[config.mk]
export PLATFORM = sky130hd
export DESIGN_NAME = tuple_writer
export DESIGN_NICKNAME = d
export VERILOG_FILES = /design/src/rtl/pktgen_pkg.sv /design/src/rtl/tuple_writer_len_sweep.sv /design/src/rtl/tuple_writer.sv
export SDC_FILE = /design/constraint.sdc
export NUM_CORES = 1
export LEC_CHECK = 0
export CORE_ASPECT_RATIO = 1.2
export CORE_MARGIN = 4
export CORE_UTILIZATION = 41
export CTS_CLUSTER_SIZE = 12
export DETAILED_ROUTE_END_ITERATION = 10
export HOLD_SLACK_MARGIN = 0.02
export PLACE_DENSITY = 0.78
export SYNTH_ARGS = -nofsm -noshare
export SYNTH_HDL_FRONTEND = slang
export SYNTH_SLANG_ARGS = --single-unit
[constraint.sdc]
create_clock -name clk -period 16.2 [get_ports clk]
set_input_delay 2.43 -clock clk [delete_from_list [all_inputs] [get_ports clk]]
set_output_delay 2.43 -clock clk [all_outputs]
set_load 0.01 [all_outputs]
[src/rtl/pktgen_pkg.sv]
// Shared definitions for the packet generator.
// Holds the default datapath widths, the five-tuple field offsets and the tuple
// writer FSM state type.
// Five-tuple layout, MSB to LSB: src_ip[32], dst_ip[32], src_port[16],
// dst_port[16], proto[8].
package pktgen_pkg;

  localparam int unsigned DEF_TUPLE_WIDTH = 104;
  localparam int unsigned DEF_LEN_WIDTH   = 16;

  localparam int unsigned PORT_WIDTH   = 16;
  localparam int unsigned PROTO_LSB    = 0;
  localparam int unsigned DST_PORT_LSB = 8;
  localparam int unsigned SRC_PORT_LSB = 24;
  localparam int unsigned DST_IP_LSB   = 40;
  localparam int unsigned SRC_IP_LSB   = 72;

  typedef enum logic [1:0] {
    IDLE = 2'd0,
    RUN  = 2'd1,
    DONE = 2'd2
  } tw_state_e;

endpackage

[src/rtl/tuple_writer_len_sweep.sv]
// Packet-length sweep register for the tuple writer.
// Ports:
//   clk, reset       clock, asynchronous active-high reset
//   load             restart the sweep at len_min
//   advance          step to the next length
//   len_min/max/step sweep bounds and increment
//   cur_len          current length
// On advance the sum is formed one bit wider. A carry out, or a sum above
// len_max, wraps back to len_min. This also pins the length at len_min when
// len_max < len_min, and a zero step holds the length constant.
module tuple_writer_len_sweep
  import pktgen_pkg::*;
#(
  parameter int unsigned LEN_WIDTH = DEF_LEN_WIDTH
) (
  input  logic                 clk,
  input  logic                 reset,
  input  logic                 load,
  input  logic                 advance,
  input  logic [LEN_WIDTH-1:0] len_min,
  input  logic [LEN_WIDTH-1:0] len_max,
  input  logic [LEN_WIDTH-1:0] len_step,
  output logic [LEN_WIDTH-1:0] cur_len
);

  logic [LEN_WIDTH:0] sum;

  assign sum = {1'b0, cur_len} + {1'b0, len_step};

  always_ff @(posedge clk or posedge reset) begin
    if (reset) begin
      cur_len <= '0;
    end else if (load) begin
      cur_len <= len_min;
    end else if (advance) begin
      if (sum[LEN_WIDTH] || (sum[LEN_WIDTH-1:0] > len_max)) begin
        cur_len <= len_min;
      end else begin
        cur_len <= sum[LEN_WIDTH-1:0];
      end
    end
  end

endmodule

[src/rtl/tuple_writer.sv]
// Flow-tuple source: walks a flow range and length sweep, and writes one
// {five-tuple, length} entry per cycle into the tuple queue.
// Ports:
//   clk, reset        clock, asynchronous active-high reset
//   start, stop       run control pulses
//   cfg_*             static configuration, latched on start
//   fifo_data_out     {tuple, len} write data (registered)
//   fifo_wr_en        write strobe (registered)
//   fifo_nearly_full  queue back-pressure
//   busy, done        high in RUN / DONE
//   pkt_sent_cnt      entries written in the current or last run
// Build option: define TUPLE_WRITER_STATS_EN to implement pkt_sent_cnt;
// otherwise it reads 0. Completion always uses an internal down-counter.
module tuple_writer
  import pktgen_pkg::*;
#(
  parameter int unsigned PKT_TUPLE_WIDTH = DEF_TUPLE_WIDTH,
  parameter int unsigned PKT_LEN_WIDTH   = DEF_LEN_WIDTH,
  parameter int unsigned FLOW_CNT_WIDTH  = 16,
  parameter int unsigned PKT_CNT_WIDTH   = 32
) (
  input  logic                                   clk,
  input  logic                                   reset,
  input  logic                                   start,
  input  logic                                   stop,
  input  logic [PKT_TUPLE_WIDTH-1:0]             cfg_base_tuple,
  input  logic [FLOW_CNT_WIDTH-1:0]              cfg_flow_num,
  input  logic [PKT_LEN_WIDTH-1:0]               cfg_len_min,
  input  logic [PKT_LEN_WIDTH-1:0]               cfg_len_max,
  input  logic [PKT_LEN_WIDTH-1:0]               cfg_len_step,
  input  logic [PKT_CNT_WIDTH-1:0]               cfg_pkt_total,
  output logic [PKT_TUPLE_WIDTH+PKT_LEN_WIDTH-1:0] fifo_data_out,
  output logic                                   fifo_wr_en,
  input  logic                                   fifo_nearly_full,
  output logic                                   busy,
  output logic                                   done,
  output logic [PKT_CNT_WIDTH-1:0]               pkt_sent_cnt
);

  tw_state_e                  state_q;
  logic [PKT_TUPLE_WIDTH-1:0] base_q;
  logic [FLOW_CNT_WIDTH-1:0]  flow_last_q;
  logic [FLOW_CNT_WIDTH-1:0]  flow_idx_q;
  logic [PKT_LEN_WIDTH-1:0]   len_min_q;
  logic [PKT_LEN_WIDTH-1:0]   len_max_q;
  logic [PKT_LEN_WIDTH-1:0]   len_step_q;
  logic [PKT_CNT_WIDTH-1:0]   remain_q;
  logic                       unlimited_q;

  logic                       start_ok;
  logic                       write_ok;
  logic                       flow_wrap;
  logic                       last_write;
  logic [PKT_TUPLE_WIDTH-1:0] tuple_cur;
  logic [PKT_LEN_WIDTH-1:0]   cur_len;

  // Start is honoured in IDLE unless stop arrives with it; in DONE stop is ignored.
  assign start_ok   = start && (((state_q == IDLE) && !stop) || (state_q == DONE));
  // Stop wins over a write in the same cycle.
  assign write_ok   = (state_q == RUN) && !stop && !fifo_nearly_full;
  assign flow_wrap  = (flow_idx_q == flow_last_q);
  assign last_write = write_ok && !unlimited_q && (remain_q == PKT_CNT_WIDTH'(1));

  always_comb begin
    tuple_cur = base_q;
    tuple_cur[SRC_PORT_LSB +: PORT_WIDTH] =
      base_q[SRC_PORT_LSB +: PORT_WIDTH] + PORT_WIDTH'(flow_idx_q);
  end

  tuple_writer_len_sweep #(
    .LEN_WIDTH (PKT_LEN_WIDTH)
  ) u_len_sweep (
    .clk      (clk),
    .reset    (reset),
    .load     (start_ok),
    .advance  (write_ok && flow_wrap),
    .len_min  (start_ok ? cfg_len_min : len_min_q),
    .len_max  (len_max_q),
    .len_step (len_step_q),
    .cur_len  (cur_len)
  );

  always_ff @(posedge clk or posedge reset) begin
    if (reset) begin
      state_q       <= IDLE;
      busy          <= 1'b0;
      done          <= 1'b0;
      fifo_wr_en    <= 1'b0;
      fifo_data_out <= '0;
      base_q        <= '0;
      flow_last_q   <= '0;
      flow_idx_q    <= '0;
      len_min_q     <= '0;
      len_max_q     <= '0;
      len_step_q    <= '0;
      remain_q      <= '0;
      unlimited_q   <= 1'b0;
    end else begin
      fifo_wr_en <= 1'b0;
      if (start_ok) begin
        state_q     <= RUN;
        busy        <= 1'b1;
        done        <= 1'b0;
        base_q      <= cfg_base_tuple;
        // A flow count of 0 behaves as a single flow.
        flow_last_q <= (cfg_flow_num == '0) ? '0 : cfg_flow_num - FLOW_CNT_WIDTH'(1);
        flow_idx_q  <= '0;
        len_min_q   <= cfg_len_min;
        len_max_q   <= cfg_len_max;
        len_step_q  <= cfg_len_step;
        remain_q    <= cfg_pkt_total;
        unlimited_q <= (cfg_pkt_total == '0);
      end else if (state_q == RUN) begin
        if (stop) begin
          state_q <= IDLE;
          busy    <= 1'b0;
        end else if (write_ok) begin
          fifo_wr_en    <= 1'b1;
          fifo_data_out <= {tuple_cur, cur_len};
          flow_idx_q    <= flow_wrap ? '0 : flow_idx_q + FLOW_CNT_WIDTH'(1);
          remain_q      <= remain_q - PKT_CNT_WIDTH'(1);
          if (last_write) begin
            state_q <= DONE;
            busy    <= 1'b0;
            done    <= 1'b1;
          end
        end
      end else if ((state_q != IDLE) && (state_q != DONE)) begin
        state_q <= IDLE;
        busy    <= 1'b0;
        done    <= 1'b0;
      end
    end
  end

`ifdef TUPLE_WRITER_STATS_EN
  always_ff @(posedge clk or posedge reset) begin
    if (reset) begin
      pkt_sent_cnt <= '0;
    end else if (start_ok) begin
      pkt_sent_cnt <= '0;
    end else if (write_ok && (pkt_sent_cnt != '1)) begin
      pkt_sent_cnt <= pkt_sent_cnt + PKT_CNT_WIDTH'(1);
    end
  end
`else
  assign pkt_sent_cnt = '0;
`endif

endmodule
==> flow_summary.yaml <==
worst_setup_path:
  crit_path_end_kind: "flop"
  regToRegSetupSlack_ns: 11.29
  required_ns: 16.65
  r2r_end: "u_len_sweep.cur_len[10]"
  r2r_start: "len_step_q[0]"
  crit_type: "in2reg"
  crit_fanout: 72
  arrival_ns: 5.88
  start_kind: "primary input"
  rr_worst_depth: 16
pwr:
  p_sw_frac: 0.321
  p_clk_frac: 0.283
  cellLeakagePower_nw: 10.4
  peakVddDrop_mv: 0.0877
  finalPower_mw: 3.12
  p_comb_frac: 0.319
  p_switching_mw: 1.00
  pwr-share-seq: 0.398
  cellPowerDensity_nw_per_um2: 144
  p_int_mw: 2.12
placed_design:
  placed_area_sq_um: 20300
  dp_hpwl_um: 32800
  placedCellCount: 2688
  place.gp.congestion: 0.878
  portBuffers: 327
drt:
  via_per_inst: 5.14
  routedWlPerCell_um: 16.7
  antenna_left: 0
  drtIter0Drc: 830
  wl_um: 46100
  drtPass1Iterations: 5
  route.vias.total: 14200
  drc_errors: 0
synth:
  synth_xor_area_frac: 0.0382
  yosys.area_share.simple: 0.253
  synthArstFlopShare: 1.00
  syn-cell-area_sq_um: 16700
  yosysSeqAreaShare: 0.534
  synth_edf_count: 0
  synth_top_area_frac: 0.534
  synth_top_family_by_area: "simple AND/OR/NAND/NOR gates"
  synth-main-ff-cell: "dfrtp_1"
  muxShareOfSynthArea: 0.00846
  synth.area.top_cells: "dfrtp_1 (53%), nand2_1 (19%), ha_1 (3.8%)"
  yosysWarnings: 0
  yosys.area.top_type: "dfrtp_1"
  synth_seq_cells: 357
  synth_compound_area_frac: 0.0837
  syn_avg_cell_area_sq_um: 8.79
  synth_cell_types: 74
  postSynthCellCount: 1902
  synth_fa_ha_area_frac: 0.0406
grt:
  groute.usage.overall: 0.203
  antenna_found_initial: 4
  gr-total-overflow: 0
  grt_pass1_wl_um: 73400
  grt_max_degree: 112
  grt_pass1_vias: 14100
die:
  ios: 360
  initial_utilization: 0.418
  die_area_sq_um: 44100
  core.rowCount: 80
  die_w_um: 192
  core_sq_um: 40000
  die-height_um: 229
final_layout:
  nNetsFinal: 2454
  largest-register: "fifo_data_out"
  area_delta_synth_final_pct: 29.2
  final_layout_size_suffix_gt1_frac: 0.0441
  final_area_sq_um: 21600
  final-instance-count-excl-fill: 2755
  fillers: 3530
  largest_reg_flops: 120
  largestRegisters: "fifo_data_out: 120 flops, base_q: 104 flops, remain_q: 32 flops"
  fin_util: 0.540
worst_hold_path:
  hold-path-cell-count: 2
  min-delay-start: "base_q[92]"
  hold_end: "fifo_data_out[108]"
  hold_class: "reg2reg"
sta:
  worst_pin_slew_ns: 1.21
  setup_viol: 0
  slew_headroom: 0.193
  grt_setup_unrepaired: "false"
  slew_viol_final: 0
  setup_tns_ns: 0
  hold_viol: 0
  finClkSkew_ns: 0.0168
  period_share: 0.335
  fmax_ghz: 0.184
  period_needed_ns: 5.43
clock_network:
  cts_root_buf: "clkbuf_16"
  cts.sinks: 357
  cts_buffers: 39
  cts_resized: 0
  clockBufferDepth: 3
  cts_tree: "built"
  cts-htree-levels: 2
  postCtsHoldBufs: 0
  cts_setup_buffers: 0
  clk_pin_slew_ns: 0.06
  clk_latency_ns: 0.53
outcome:
  status: "completed"
run:
  drv_cap: 0
worst max path at each step:
stage | startpoint | to | slack [ns] | depth (start not counted)
after CTS | stop | u_len_sweep.cur_len[7] | 10.84 | 9
after global placement | stop | fifo_data_out[44] | 10.34 | 6
final | stop | u_len_sweep.cur_len[7] | 10.77 | 9
after detailed placement | stop | u_len_sweep.cur_len[7] | 10.27 | 9
after global routing | stop | u_len_sweep.cur_len[7] | 10.53 | 9
after floorplan | reset | base_q[0] | 3.86 | 1
cell type report:
class	count	area [sq um]	area share
Antenna cell	2	5.00	0.000232
Tap cell	533	667	0.0309
Clock inverter	7	125	0.00579
Inverter	36	145	0.00672
Clock buffer	58	1150	0.0531
Timing Repair Buffer	339	3360	0.156
Sequential cell	357	8930	0.413
Multi-Input combinational cell	1423	7220	0.334
cells in the final DEF, fill, tap and decap left out, drive strengths merged, types with 5 or more instances in the layout:
cell / Yosys / final
nor2: 63 / 63
clkdlybuf4s50: 0 / 327
nand3: 15 / 15
a21o: 12 / 12
mux2i: 13 / 13
nor3: 27 / 27
nand2b: 6 / 6
xnor2: 30 / 30
or2: 9 / 9
buf: 55 / 12
o21ai: 91 / 91
a211oi: 6 / 6
or3: 12 / 12
nor3b: 5 / 5
o211ai: 8 / 8
or4: 7 / 7
a21oi: 51 / 51
clkbuf: 62 / 58
dfrtp: 357 / 357
inv: 35 / 37
ha: 51 / 51
conb: 1 / 32
xor2: 43 / 43
nor2b: 6 / 6
a221o: 10 / 10
nor4: 22 / 22
nand2: 829 / 829
nand4: 12 / 12
power groups by stage:
stage | Combinational (mW) | Clock [mW] | Sequential [mW]
after floorplan | 0.548 | 0 | 1.27
after global placement | 0.963 | 0 | 1.25
after detailed placement | 0.996 | 0 | 1.26
after CTS | 1.00 | 0.906 | 1.24
after global routing | 1.11 | 0.942 | 1.27
final | 0.996 | 0.882 | 1.24
cell usage after synthesis, types with 3 or more instances:
| cell | count |
|---|---|
| a21oi_1 | 50 |
| o22ai_1 | 4 |
| nor3_1 | 25 |
| nor2_2 | 3 |
| xnor2_1 | 30 |
| ha_1 | 51 |
| nor2_1 | 60 |
| a31oi_1 | 4 |
| xor2_1 | 43 |
| nand3b_1 | 3 |
| nand3_1 | 15 |
| mux2i_1 | 13 |
| buf_1 | 19 |
| nor2b_1 | 6 |
| buf_2 | 3 |
| a221o_1 | 10 |
| nand2b_1 | 6 |
| nand4_1 | 12 |
| o21ai_0 | 89 |
| nor3b_1 | 5 |
| o211ai_1 | 8 |
| a22oi_1 | 3 |
| nor4_1 | 22 |
| inv_1 | 35 |
| nand2_1 | 828 |
| or2_2 | 8 |
| buf_4 | 33 |
| or4_1 | 7 |
| or3_1 | 10 |
| clkbuf_1 | 62 |
| a211oi_1 | 4 |
| a21o_1 | 12 |
| dfrtp_1 | 357 |
| o21bai_1 | 4 |
| o21a_1 | 4 |
critical path, cell delays in order:
cell             delay, ns
clkdlybuf4s50_1       0.53
nor2b_1               0.34
or2_4                 0.52
buf_4                 0.73
buf_4                 0.64
nand2_1               0.14
nand2_1               0.12
mux2i_1               0.09
a21oi_1               0.18
cells by family (layout without fill, tap and decap cells):
group	Yosys count	in the layout
buffers and inverters	153	440
and+or+nand+nor	1027	1027
muxes	14	14
DFF	357	357
AOI/OAI and AO/OA	224	224
xor gates and xnor gates	73	73
other	1	34
adders and majority gates	53	53
metal layers:
layer  vias up  GRT usage  wire, um
li1       6730          -         -
met1      6793      0.267     19100
met2       543      0.336     21900
met3        96     0.0422      3650
met4         4     0.0635      1370
met5         -          0        27
per-stage QoR:
| step | setup WS [ns] | hold slack, ns |
|---|---|---|
| 5_1_grt | 10.53 | 0.483 |
| 2_1_floorplan | 3.86 | 0.435 |
| 3_5_place_dp | 10.27 | 0.450 |
| 4_1_cts | 10.84 | 0.466 |
| 3_3_place_gp | 10.34 | 0.444 |
| 6_report | 10.77 | 0.463 |
Note: power is estimated with default switching activity, not from simulation.
